$ cat config.mk
export PLATFORM = sky130hd
export DESIGN_NAME = imm_enc
export DESIGN_NICKNAME = d
export VERILOG_FILES = /design/src/rtl/imm_enc.sv
export SDC_FILE = /design/constraint.sdc
export NUM_CORES = 1
export LEC_CHECK = 0
export CAP_MARGIN = 20
export CORE_MARGIN = 1
export CORE_UTILIZATION = 40
export CTS_CLUSTER_DIAMETER = 200
export DETAILED_ROUTE_END_ITERATION = 8
export PLACE_DENSITY = 0.69
export RECOVER_POWER = 50
export SLEW_MARGIN = 20
export SYNTH_ARGS = -nofsm -noshare
export SYNTH_HDL_FRONTEND = slang
export SYNTH_SLANG_ARGS = --single-unit
$ cat constraint.sdc
create_clock -name clk -period 2.8 [get_ports clk]
set_input_delay 0.42 -clock clk [delete_from_list [all_inputs] [get_ports clk]]
set_output_delay 0.42 -clock clk [all_outputs]
set_load 0.02 [all_outputs]
$ cat src/rtl/imm_enc.sv
// Immediate encoder: packs a 32-bit immediate into I/S/U/J/B instruction fields and
// expands the LI pseudo-op into one or two words (LUI and/or ADDI) on an output handshake.
//   state | meaning
//   IDLE  | output register empty
//   ONE   | holding the final word of the current request
//   FIRST | holding LUI of a two-word LI; ADDI waits in pending
module imm_enc (
  input  logic        clk,
  input  logic        rst_n,
  input  logic        in_valid,
  output logic        in_ready,
  input  logic [2:0]  in_fmt,
  input  logic [31:0] in_base,
  input  logic [31:0] in_imm,
  output logic        out_valid,
  input  logic        out_ready,
  output logic [31:0] out_instr,
  output logic        out_last,
  output logic        out_err
);

  typedef enum logic [1:0] {IDLE, ONE, FIRST} state_t;

  localparam logic [2:0] FMT_I  = 3'b000;
  localparam logic [2:0] FMT_S  = 3'b001;
  localparam logic [2:0] FMT_U  = 3'b010;
  localparam logic [2:0] FMT_LI = 3'b011;
  localparam logic [2:0] FMT_J  = 3'b100;
  localparam logic [2:0] FMT_B  = 3'b101;

  state_t      state;
  logic [31:0] pending;

  logic [31:0] enc_word;
  logic [31:0] enc_pend;
  logic        enc_err;
  logic        enc_two;
  logic [31:0] li_round;
  logic [4:0]  rd;
  logic        fits12;
  logic        accept;
  logic        fire;

  assign rd       = in_base[11:7];
  assign fits12   = (in_imm == {{20{in_imm[11]}}, in_imm[11:0]});
  assign li_round = in_imm + 32'h0000_0800;

  always_comb begin
    enc_word = in_base;
    enc_pend = 32'h0;
    enc_err  = 1'b0;
    enc_two  = 1'b0;
    case (in_fmt)
      FMT_I: begin
        enc_word = {in_imm[11:0], in_base[19:0]};
        enc_err  = !fits12;
      end
      FMT_S: begin
        enc_word = {in_imm[11:5], in_base[24:12], in_imm[4:0], in_base[6:0]};
        enc_err  = !fits12;
      end
      FMT_U: begin
        enc_word = {in_imm[31:12], in_base[11:0]};
        enc_err  = (in_imm[11:0] != 12'h0);
      end
      FMT_J: begin
        enc_word = {in_imm[20], in_imm[10:1], in_imm[11], in_imm[19:12], in_base[11:0]};
        enc_err  = (in_imm != {{11{in_imm[20]}}, in_imm[20:0]}) | in_imm[0];
      end
      FMT_B: begin
        enc_word = {in_imm[12], in_imm[10:5], in_base[24:12], in_imm[4:1], in_imm[11], in_base[6:0]};
        enc_err  = (in_imm != {{19{in_imm[12]}}, in_imm[12:0]}) | in_imm[0];
      end
      FMT_LI: begin
        if (fits12) begin
          enc_word = {in_imm[11:0], 5'd0, 3'b000, rd, 7'h13};
        end else if (in_imm[11:0] == 12'h0) begin
          enc_word = {in_imm[31:12], rd, 7'h37};
        end else begin
          // LUI rounds up so that the sign-extended ADDI lands on the exact value
          enc_word = {li_round[31:12], rd, 7'h37};
          enc_pend = {in_imm[11:0], rd, 3'b000, rd, 7'h13};
          enc_two  = 1'b1;
        end
      end
      default: enc_err = 1'b1;
    endcase
  end

  assign fire     = out_valid & out_ready;
  assign in_ready = (state == IDLE) | (fire & out_last);
  assign accept   = in_valid & in_ready;

  always_ff @(posedge clk or negedge rst_n) begin
    if (!rst_n) begin
      state     <= IDLE;
      out_valid <= 1'b0;
      out_instr <= 32'h0;
      out_last  <= 1'b0;
      out_err   <= 1'b0;
      pending   <= 32'h0;
    end else if (accept) begin
      state     <= enc_two ? FIRST : ONE;
      out_valid <= 1'b1;
      out_instr <= enc_word;
      out_last  <= !enc_two;
      out_err   <= enc_err;
      pending   <= enc_pend;
    end else if (fire) begin
      if (state == FIRST) begin
        state     <= ONE;
        out_instr <= pending;
        out_last  <= 1'b1;
        out_err   <= 1'b0;
      end else begin
        state     <= IDLE;
        out_valid <= 1'b0;
      end
    end
  end

endmodule
==> impl_summary.txt, run 1 <==
----------------------------------------------------
[Yosys]
  Main combinational cell family by area after synthesis ... compound AO/OA/AOI/OAI gates
  Area of the mapped netlist ... 3720 um^2
  Mux cell area share after synthesis ... 0.0465
  Flop and latch count out of synthesis ... 55
  Fraction of the mapped netlist area in adder cells ... 0.0101
  Basic-gate share of the synthesized area counting and, or, nand and nor cells ... 0.216
  Gate count of the mapped netlist ... 436
  Synth cell types ... 55
  Xor and xnor fraction of the mapped netlist area ... 0.0424
  Number of warnings issued by yosys ... 0
  Cell type with the largest total area after synthesis ... sky130_fd_sc_hd__dfrtp_1
  Proportion of netlist area held by the largest area contributor ... 0.370
  FFs w/ async S/R, synth ... 1.00
  Avg Cell Area, Syn ... 8.52 um^2
  Synthesized-area fraction occupied by ao, oa, aoi and oai cells ... 0.265
  Top flip-flop cell by instance count after synthesis ... sky130_fd_sc_hd__dfrtp_1
  Proportion of synthesized chip area in sequential cells ... 0.370
  Count of flip-flops with a built-in enable after synthesis ... 0
  Ranking of synthesized cells by area ... sky130_fd_sc_hd__dfrtp_1 (37%), sky130_fd_sc_hd__nand2_1 (4.3%), sky130_fd_sc_hd__nor2_1 (4.1%)
  Syn Nets ... 510

[Job]
  Max-cap violations ... 0

[Clocking]
  Maximum level of the CTS H-tree ... 2
  Post-CTS setup buffer count ... 0
  Number of gates resized after CTS ... 0
  Clk sink count ... 55
  Clock latency on the worst-skew pair ... 0.32 ns
  Largest buffer count on any clock path ... 2
  Number of buffers inserted by hold repair at cts ... 0
  TritonCTS clock tree ... yes
  Clock tree root driver cell ... sky130_fd_sc_hd__clkbuf_8
  Clock buffer count from CTS ... 5
  Clock transition at the register clock pins on the worst setup and hold paths after CTS ... 0.11 ns

[STA]
  Clk_skew ... 0.00458 ns
  Final Critical Period ... 2.43 ns
  Highest clock rate ... 0.411 GHz
  Final count of pins violating max slew ... 0
  Count of final hold-check violations ... 0
  Count of final setup violators ... 0
  Tightest Pin Transition ... 1.15 ns
  Setup TNS ... 0 ns
  Slew Limit Headroom ... 0.236
  Fraction of the cycle the final worst path needs ... 0.868
  Final WS setup ... 0.368 ns
  RSZ-0062 raised after global routing ... false

[Pwr]
  Leakage power ... 2.18 nW
  Power density over the cells ... 714 nW/um^2
  Peak supply drop ... 0.000299 V

[Setup path]
  Signal arrival time at the worst endpoint ... 2.63 ns
  Type of element capturing the critical path ... register
  Flop-to-flop setup slack ... 0.64 ns
  Element type at the critical path start ... input port
  Required time of the critical path ... 3.00 ns
  Classification of the worst setup path ... input port to register
  Highest fanout seen on the critical path ... 11

[Cells and area]
  Summed area of non-filler cells in the final layout ... 5230 um^2
  Filler instances ... 833
  Total Nets Final ... 639
  Proportion of layout cells with a drive suffix above 1 ... 0.124
  Most frequent cells in the layout ... sky130_fd_sc_hd__clkdlybuf4s50_1 (87), sky130_fd_sc_hd__dfrtp_1 (55), sky130_fd_sc_hd__buf_4 (48)
  Commonest non-fill, non-tap cell in the layout ... sky130_fd_sc_hd__clkdlybuf4s50_1
  Final Core Density ... 0.591
  Number of inserted diodes ... 0
  Syn-to-layout area delta ... 40.7%

[Detailed routing]
  Detailed-router iteration count before antenna repair ... 7
  Wirelength per Cell ... 19.1 um
  Average vias per placed instance ... 6.05
  First DRT Iteration DRCs ... 389
  Detail Route Antenna Nets ... 0
  Detailed-route DRC error count ... 11
  Aggregate routed wire length ... 12.9 mm
  Vias ... 4081

[Floorplan]
  Total core area ... 8850 um^2
  Die Y ... 98.4 um
  DIE AREA ... 9680 um^2
  Initial standard-cell utilization of the core ... 0.420
  Die X-Extent ... 98.4 um
  Number of ports placed on the die boundary ... 107
  Floorplan row count ... 34

[Global route]
  Number of antenna violations at the first check in global routing ... 0
  Global-route wire length before repair ... 20.8 mm
  Global route overflow ... 0
  Largest net degree at the start of global routing ... 23
  Overall fraction of global-route tracks in use ... 0.274
  Vias in the first global route ... 4009

[Run status]
  Violated checks ... design-rule violations
  Outcome ... finished with violations

[Worst hold path]
  Hold Crit Class ... input port to asynchronous set/reset pin

[Placed design]
  HPWL after detailed placement ... 10.0 mm
  Post-placement worst setup slack ... 0.0668 ns
  Post-Place Cell Area ... 5140 um^2
  Routability congestion estimate ... 0.924
  PortBufs ... 106

----------------------------------------------------
-- metal layers --
layer,routed length (um),share of wire,global-route usage,vias to the layer above
li1,-,-,-,1904
met1,5700,0.44,0.380,1957
met2,6000,0.47,0.450,204
met3,893,0.069,0.0308,16
met4,250,0.019,0.0884,0
met5,0,0,0,-
-- stage by stage --
stage               hold slack, ns  instances  power (mW)
floorplan                    0.124        436        2.33
global placement             0.408        666        3.28
detailed placement           0.413        666        3.33
CTS                         0.0590        674        3.80
global route                 0.388        674        3.97
finish                       0.301        674        3.73
-- area by class of cell --
| class | count | area [um^2] | area share |
|---|---|---|---|
| inverter | 6 | 22.5 | 0.00431 |
| multi-input combinational | 340 | 2160 | 0.413 |
| timing repair buffer | 157 | 1440 | 0.276 |
| clock buffer | 5 | 68.8 | 0.0132 |
| tap | 108 | 135 | 0.0258 |
| sequential | 55 | 1380 | 0.263 |
| clock inverter | 3 | 22.5 | 0.00431 |
-- kinds of logic (layout without fill, tap and decap cells) --
group,count (synthesis),count (layout)
AO/OA/AOI/OAI,142,142
XOR/XNOR,18,18
adder cells (fa/ha/maj),3,3
buffers and inverters,41,171
flip-flops,55,55
multiplexers,17,17
AND/OR/NAND/NOR,160,160
-- flip-flops by register name, summed over array words and instances, names as in the netlist --
| signal | count |
|---|---|
| out_instr | 32 |
| pending | 18 |
| state | 2 |
| out_err | 1 |
| out_last | 1 |
| out_valid | 1 |
-- report_power, final --
group / leakage (nW) / internal, mW / switching, mW / total (mW)
Clock: 0.0485 / 0.180 / 0.281 / 0.461
Combinational: 1.43 / 0.916 / 1.06 / 1.98
Sequential: 0.703 / 1.09 / 0.199 / 1.29
Total: 2.18 / 2.19 / 1.54 / 3.73
-- worst max-delay path, cell delays in order --
cell,delay (ns)
sky130_fd_sc_hd__clkdlybuf4s50_1,0.58
sky130_fd_sc_hd__nand4_1,0.26
sky130_fd_sc_hd__nor2_1,0.28
sky130_fd_sc_hd__a31oi_1,0.23
sky130_fd_sc_hd__or2_2,0.49
sky130_fd_sc_hd__o21ai_0,0.26
sky130_fd_sc_hd__o21ai_0,0.12
-- final timing paths --
kind | from | to | cells past startpoint
setup / recovery | in_imm[18] | out_instr[5] | 7
hold / removal | rst_n | pending[24] | 1
setup reg to reg | out_last | out_instr[31] | 6
hold reg to reg | out_instr[10] | out_instr[10] | 1
max in group asynchronous | rst_n | out_instr[24] | 2
min in group clk | out_instr[10] | out_instr[10] | 1
-- synthesized netlist by cell type (8+ instances only) --
| library cell | count |
|---|---|
| sky130_fd_sc_hd__a211oi_1 | 9 |
| sky130_fd_sc_hd__nor3_1 | 11 |
| sky130_fd_sc_hd__a22o_1 | 16 |
| sky130_fd_sc_hd__clkbuf_1 | 26 |
| sky130_fd_sc_hd__a221oi_1 | 14 |
| sky130_fd_sc_hd__nand2_1 | 43 |
| sky130_fd_sc_hd__nand4_1 | 12 |
| sky130_fd_sc_hd__o21ai_0 | 28 |
| sky130_fd_sc_hd__dfrtp_1 | 55 |
| sky130_fd_sc_hd__nor2_1 | 41 |
| sky130_fd_sc_hd__nand3_1 | 13 |
| sky130_fd_sc_hd__a21oi_1 | 25 |
| sky130_fd_sc_hd__xnor2_1 | 13 |
| sky130_fd_sc_hd__o22ai_1 | 8 |
| sky130_fd_sc_hd__mux2i_1 | 15 |
Note: power is estimated with default switching activity, not from simulation.
==> run 2: changes to the inputs <==
--- a/config.mk
+++ b/config.mk
@@ -7,10 +7,11 @@
 export LEC_CHECK = 0
 export CAP_MARGIN = 20
 export CORE_MARGIN = 1
-export CORE_UTILIZATION = 40
+export CORE_UTILIZATION = 52
 export CTS_CLUSTER_DIAMETER = 200
 export DETAILED_ROUTE_END_ITERATION = 8
-export PLACE_DENSITY = 0.69
+export HOLD_SLACK_MARGIN = 0.15
+export PLACE_DENSITY = 0.86
 export RECOVER_POWER = 50
 export SLEW_MARGIN = 20
 export SYNTH_ARGS = -nofsm -noshare
==> constraint.sdc (replaced) <==
create_clock -name clk -period 2.8 [get_ports clk]
set_input_delay 0.84 -clock clk [delete_from_list [all_inputs] [get_ports clk]]
set_output_delay 0.84 -clock clk [all_outputs]
set_load 0.02 [all_outputs]
==> impl_summary.txt, run 2 (synthesis results as in run 1) <==
----------------------------------------------------
[Setup path]
  Flop-to-flop setup slack ... 0.82 ns
  Classification of the worst setup path ... input port to primary output
  Signal arrival time at the worst endpoint ... 1.91 ns
  Delay of the slowest critical-path stage ... 0.41 ns
  Combined buffer and inverter count along the critical path ... 2
  Startpoint of the worst register-to-register path ... out_valid
  Element type at the critical path start ... input port
  Depth of the worst register-to-register path ... 7
  Cell-by-cell listing of the critical path ... clkdlybuf4s50_1, and3_1, or2_2, buf_2
  Family with the most delay on the worst path ... buffers and inverters
  Highest fanout seen on the critical path ... 2
  Slowest stage cell, crit path ... sky130_fd_sc_hd__clkdlybuf4s50_1
  Worst reg2reg path endpoint ... out_instr[20]
  Required time of the critical path ... 1.96 ns
  Type of element capturing the critical path ... primary output

[Clocking]
  Clock buffer count from CTS ... 5
  Clock latency on the worst-skew pair ... 0.31 ns
  Clk sink count ... 55
  TritonCTS clock tree ... yes
  Clock transition at the register clock pins on the worst setup and hold paths after CTS ... 0.10 ns
  Maximum level of the CTS H-tree ... 2
  Number of buffers inserted by hold repair at cts ... 0
  Clock tree root driver cell ... sky130_fd_sc_hd__clkbuf_8
  Largest buffer count on any clock path ... 2

[Cells and area]
  Flip-flop count of the largest register, all copies and words added ... 32
  Number of inserted diodes ... 0
  Area taken by multi-input logic gates ... 2200 um^2
  Summed area of non-filler cells in the final layout ... 5570 um^2
  Total Nets Final ... 673
  Proportion of layout cells with a drive suffix above 1 ... 0.189
  Filler instances ... 497
  Biggest register ... out_instr
  Area taken by flip-flops and latches ... 1380 um^2
  Commonest non-fill, non-tap cell in the layout ... sky130_fd_sc_hd__clkdlybuf4s50_1
  Largest registers ranked by flip-flop count ... out_instr: 32 flops, pending: 18 flops, state: 2 flops
  Most frequent cells in the layout ... sky130_fd_sc_hd__clkdlybuf4s50_1 (88), sky130_fd_sc_hd__buf_4 (79), sky130_fd_sc_hd__dfrtp_1 (55)
  Syn-to-layout area delta ... 50.0%

[Placed design]
  Post-placement worst setup slack ... -0.349 ns
  Post-Place Cell Area ... 5440 um^2
  HPWL after detailed placement ... 10.2 mm
  Routability congestion estimate ... 0.945
  PortBufs ... 106

[Pwr]
  Leakage power ... 2.37 nW
  Cell internal pwr ... 2.34 mW
  Power after layout ... 3.92 mW
  Part of the power in registers ... 0.331
  Power density over the cells ... 703 nW/um^2
  Switch Pwr ... 1.58 mW
  Switching fraction of total power ... 0.403
  Peak supply drop ... 0.000327 V
  Clock Power Share ... 0.136
  Logic gate share of total power ... 0.532

[STA]
  Final WS setup ... 0.0458 ns
  Hold slack ... 0.485 ns
  Count of final setup violators ... 0
  Final Critical Period ... 2.75 ns
  Final count of pins violating max slew ... 0
  Slew Limit Headroom ... 0.0324
  Setup TNS ... 0 ns
  Fraction of the cycle the final worst path needs ... 0.984
  Tightest Pin Transition ... 1.45 ns
  Count of final hold-check violations ... 0
  Clk_skew ... 0.00831 ns
  RSZ-0062 raised after global routing ... true
  Highest clock rate ... 0.363 GHz

[Floorplan]
  Number of ports placed on the die boundary ... 107
  Total core area ... 6830 um^2
  Die Y ... 86.5 um
  Floorplan row count ... 30
  Initial standard-cell utilization of the core ... 0.544
  DIE AREA ... 7490 um^2
  Die X-Extent ... 86.5 um

[Global route]
  Global-route wire length before repair ... 20.8 mm
  Global route overflow ... 0
  Largest net degree at the start of global routing ... 31
  Vias in the first global route ... 4105
  Number of antenna violations at the first check in global routing ... 0
  Overall fraction of global-route tracks in use ... 0.362

[Detailed routing]
  First DRT Iteration DRCs ... 342
  Detail Route Antenna Nets ... 0
  Detailed-router iteration count before antenna repair ... 5
  Wirelength per Cell ... 18.9 um
  Detailed-route DRC error count ... 0
  Vias ... 4313
  Average vias per placed instance ... 6.21
  Aggregate routed wire length ... 13.2 mm

[Job]
  Max-cap violations ... 0

[Worst hold path]
  Hold Crit Class ... register to register
  Worst Hold Path EP ... out_instr[11]
  Instance count along the most critical hold path ... 1
  Hold path start ... out_instr[11]

[Run status]
  Outcome ... finished, final reports clean

----------------------------------------------------
-- run 2: changes by cell type in the layout (fill, tap and decap cells not counted), moves of 2 or more --
cell                            delta
sky130_fd_sc_hd__clkbuf_1          -2
sky130_fd_sc_hd__nor2_1            -2
sky130_fd_sc_hd__nor2_2            +2
sky130_fd_sc_hd__buf_4            +31
sky130_fd_sc_hd__dlygate4sd3_1     -2
sky130_fd_sc_hd__buf_12            +4
-- run 2: worst max-delay path by stage --
stage,from,end,slack (ns),cells past startpoint
finish,out_ready,in_ready,0.05,4
global route,in_imm[18],out_instr[31],-0.02,9
CTS,in_imm[28],out_instr[31],0.007,8
detailed placement,out_ready,in_ready,-0.35,4
global placement,out_ready,in_ready,-0.31,4
floorplan,in_imm[14],pending[27],0.16,9
-- run 2: through the flow --
step,cells,utilization
CTS,694,0.811
floorplan,436,-
global placement,687,0.796
global route,695,0.816
detailed placement,687,0.796
finish,695,0.816
-- run 2: power by group through the flow --
stage | sequential (mW) | clock, mW | combinational (mW)
floorplan | 1.56 | 0 | 0.772
detailed placement | 1.31 | 0 | 2.11
finish | 1.30 | 0.535 | 2.09
global route | 1.32 | 0.565 | 2.23
CTS | 1.30 | 0.538 | 2.11
global placement | 1.29 | 0 | 2.05
-- run 2: area by class of cell --
| type | count | area share |
|---|---|---|
| Clock buffer | 5 | 0.0123 |
| Tap cell | 96 | 0.0216 |
| Inverter | 6 | 0.00404 |
| Multi-Input combinational cell | 340 | 0.395 |
| Clock inverter | 2 | 0.00674 |
| Sequential cell | 55 | 0.247 |
| Timing Repair Buffer | 191 | 0.314 |
-- run 2: what timing repair did --
item | CTS | global route
pin swaps | 0 | 2
setup endpoints to repair | 1 | 9
buffers inserted | 0 | 1
gates resized for setup | 4 | 9
cloned | 0 | 0
-- run 2: per-layer routing --
layer,GRT usage,wire length [um],share of wire
met1,0.501,5650,0.43
met2,0.591,6210,0.47
met3,0.0552,1070,0.081
met4,0.103,240,0.018
met5,0,0,0
==> run 3: changes to the inputs <==
--- a/config.mk
+++ b/config.mk
@@ -7,11 +7,12 @@
 export LEC_CHECK = 0
 export CAP_MARGIN = 20
 export CORE_MARGIN = 1
-export CORE_UTILIZATION = 52
+export CORE_UTILIZATION = 64
 export CTS_CLUSTER_DIAMETER = 200
 export DETAILED_ROUTE_END_ITERATION = 8
+export DONT_BUFFER_PORTS = 1
 export HOLD_SLACK_MARGIN = 0.15
-export PLACE_DENSITY = 0.86
+export PLACE_DENSITY = 0.8
 export RECOVER_POWER = 50
 export SLEW_MARGIN = 20
 export SYNTH_ARGS = -nofsm -noshare
==> impl_summary.txt, run 3 (synthesis results as in run 1) <==
----------------------------------------------------
[Floorplan]
  Die Y ... 78.2 um
  Number of ports placed on the die boundary ... 107
  Floorplan row count ... 27
  Initial standard-cell utilization of the core ... 0.671
  DIE AREA ... 6120 um^2
  Total core area ... 5540 um^2
  Die X-Extent ... 78.2 um

[Cells and area]
  Flip-flop count of the largest register, all copies and words added ... 32
  Area taken by multi-input logic gates ... 2160 um^2
  Most frequent cells in the layout ... sky130_fd_sc_hd__dfrtp_1 (55), sky130_fd_sc_hd__nand2_1 (43), sky130_fd_sc_hd__nor2_1 (41)
  Biggest register ... out_instr
  Commonest non-fill, non-tap cell in the layout ... sky130_fd_sc_hd__dfrtp_1
  Syn-to-layout area delta ... 4.81%
  Proportion of layout cells with a drive suffix above 1 ... 0.0827
  Area taken by flip-flops and latches ... 1380 um^2
  Largest registers ranked by flip-flop count ... out_instr: 32 flops, pending: 18 flops, state: 2 flops
  Filler instances ... 442
  Total Nets Final ... 496
  Final Core Density ... 0.703
  Number of inserted diodes ... 0

[Clocking]
  Clk sink count ... 55
  Number of gates resized after CTS ... 0
  Post-CTS setup buffer count ... 0
  Clock buffer count from CTS ... 5
  Clock tree root driver cell ... sky130_fd_sc_hd__clkbuf_8
  Number of buffers inserted by hold repair at cts ... 0
  Largest buffer count on any clock path ... 2
  Clock latency on the worst-skew pair ... 0.31 ns
  Maximum level of the CTS H-tree ... 2
  TritonCTS clock tree ... yes
  Clock transition at the register clock pins on the worst setup and hold paths after CTS ... 0.10 ns

[Setup path]
  Signal arrival time at the worst endpoint ... 2.59 ns
  Element type at the critical path start ... input port
  Classification of the worst setup path ... input port to register
  Depth of the worst register-to-register path ... 6
  Required time of the critical path ... 3.00 ns
  Type of element capturing the critical path ... register
  Highest fanout seen on the critical path ... 11

[STA]
  Slew Limit Headroom ... 0.516
  Final count of pins violating max slew ... 0
  Highest clock rate ... 0.418 GHz
  Final Critical Period ... 2.39 ns
  Fraction of the cycle the final worst path needs ... 0.855
  Setup TNS ... 0 ns
  Tightest Pin Transition ... 0.726 ns
  Count of final hold-check violations ... 0
  RSZ-0062 raised after global routing ... false
  Clk_skew ... 0.00432 ns
  Count of final setup violators ... 0

[Detailed routing]
  Detailed-router iteration count before antenna repair ... 8
  Detail Route Antenna Nets ... 0
  Aggregate routed wire length ... 11.5 mm
  Wirelength per Cell ... 23.2 um
  Average vias per placed instance ... 7.40
  Vias ... 3661
  First DRT Iteration DRCs ... 396
  Detailed-route DRC error count ... 0

[Pwr]
  Peak supply drop ... 0.000658 V
  Power density over the cells ... 821 nW/um^2
  Leakage power ... 1.60 nW
  Power after layout ... 3.20 mW

[Placed design]
  Routability congestion estimate ... 0.960
  PortBufs ... 0
  HPWL after detailed placement ... 8.40 mm

[Worst hold path]
  Hold Crit Class ... input port to asynchronous set/reset pin

[Global route]
  Global-route wire length before repair ... 18.2 mm
  Vias in the first global route ... 3469
  Largest net degree at the start of global routing ... 56
  Number of antenna violations at the first check in global routing ... 0
  Overall fraction of global-route tracks in use ... 0.386
  Global route overflow ... 0

[Run status]
  Outcome ... finished, final reports clean

[Job]
  Max-cap violations ... 0

----------------------------------------------------
==> run 3: cell types whose count changed in the layout (fill, tap and decap cells not counted), moves of 2 or more <==
cell,before,now
sky130_fd_sc_hd__buf_12,5,2
sky130_fd_sc_hd__nor2_1,39,41
sky130_fd_sc_hd__buf_4,79,12
sky130_fd_sc_hd__dlygate4sd3_1,16,0
sky130_fd_sc_hd__nor2_2,2,0
sky130_fd_sc_hd__clkdlybuf4s50_1,88,0
==> run 3: worst max-delay path: stages <==
cell and delay [ns]:
sky130_fd_sc_hd__nor3_1 0.32, sky130_fd_sc_hd__nand4_1 0.22, sky130_fd_sc_hd__o32a_1 0.39, sky130_fd_sc_hd__or2_2 0.43
sky130_fd_sc_hd__o21ai_0 0.26, sky130_fd_sc_hd__o21ai_0 0.12
==> run 3: final cells by class <==
cell class | count | area share
flip-flops and latches | 55 | 0.353
inverters | 6 | 0.00578
repair buffers | 14 | 0.0334
clock inverters | 3 | 0.0122
well taps | 72 | 0.0231
multi-input cells | 340 | 0.554
clock buffers | 5 | 0.0177
==> run 3: final timing paths <==
path	from	to	slack (ns)
worst max register to register	out_valid	out_instr[8]	0.44
worst min-delay path	rst_n	out_instr[22]	0.21
min in group clk	pending[23]	pending[23]	0.53
max in group asynchronous	rst_n	pending[29]	2.51
worst min register to register	pending[23]	pending[23]	0.53
worst max-delay path	in_imm[20]	out_instr[2]	0.41
==> run 3: per-layer routing <==
metal,vias to the layer above,routed length [um],part of all wire,global-route usage
met2,296,5270,0.46,0.578
li1,1618,-,-,-
met1,1714,4510,0.39,0.529
met3,33,1440,0.13,0.108
met5,-,0,0,0
met4,0,271,0.024,0.148
==> run 3: through the flow <==
| step | worst slack, ns | hold slack, ns | std cells | area, um^2 |
|---|---|---|---|---|
| detailed placement | 0.0901 | 0.493 | 487 | 3780 |
| global route | 0.291 | 0.192 | 495 | 3890 |
| floorplan | 0.161 | 0.451 | 436 | 3720 |
| finish | 0.407 | 0.205 | 495 | 3890 |
| CTS | 0.421 | 0.206 | 495 | 3890 |
| global placement | 0.0930 | 0.464 | 487 | 3780 |
==> run 3: where the power goes <==
| group | leakage, nW | switching [mW] | internal [mW] |
|---|---|---|---|
| Sequential | 0.703 | 0.511 | 1.09 |
| Clock | 0.0587 | 0.288 | 0.272 |
| Combinational | 0.834 | 0.599 | 0.436 |
| Total | 1.60 | 1.40 | 1.80 |
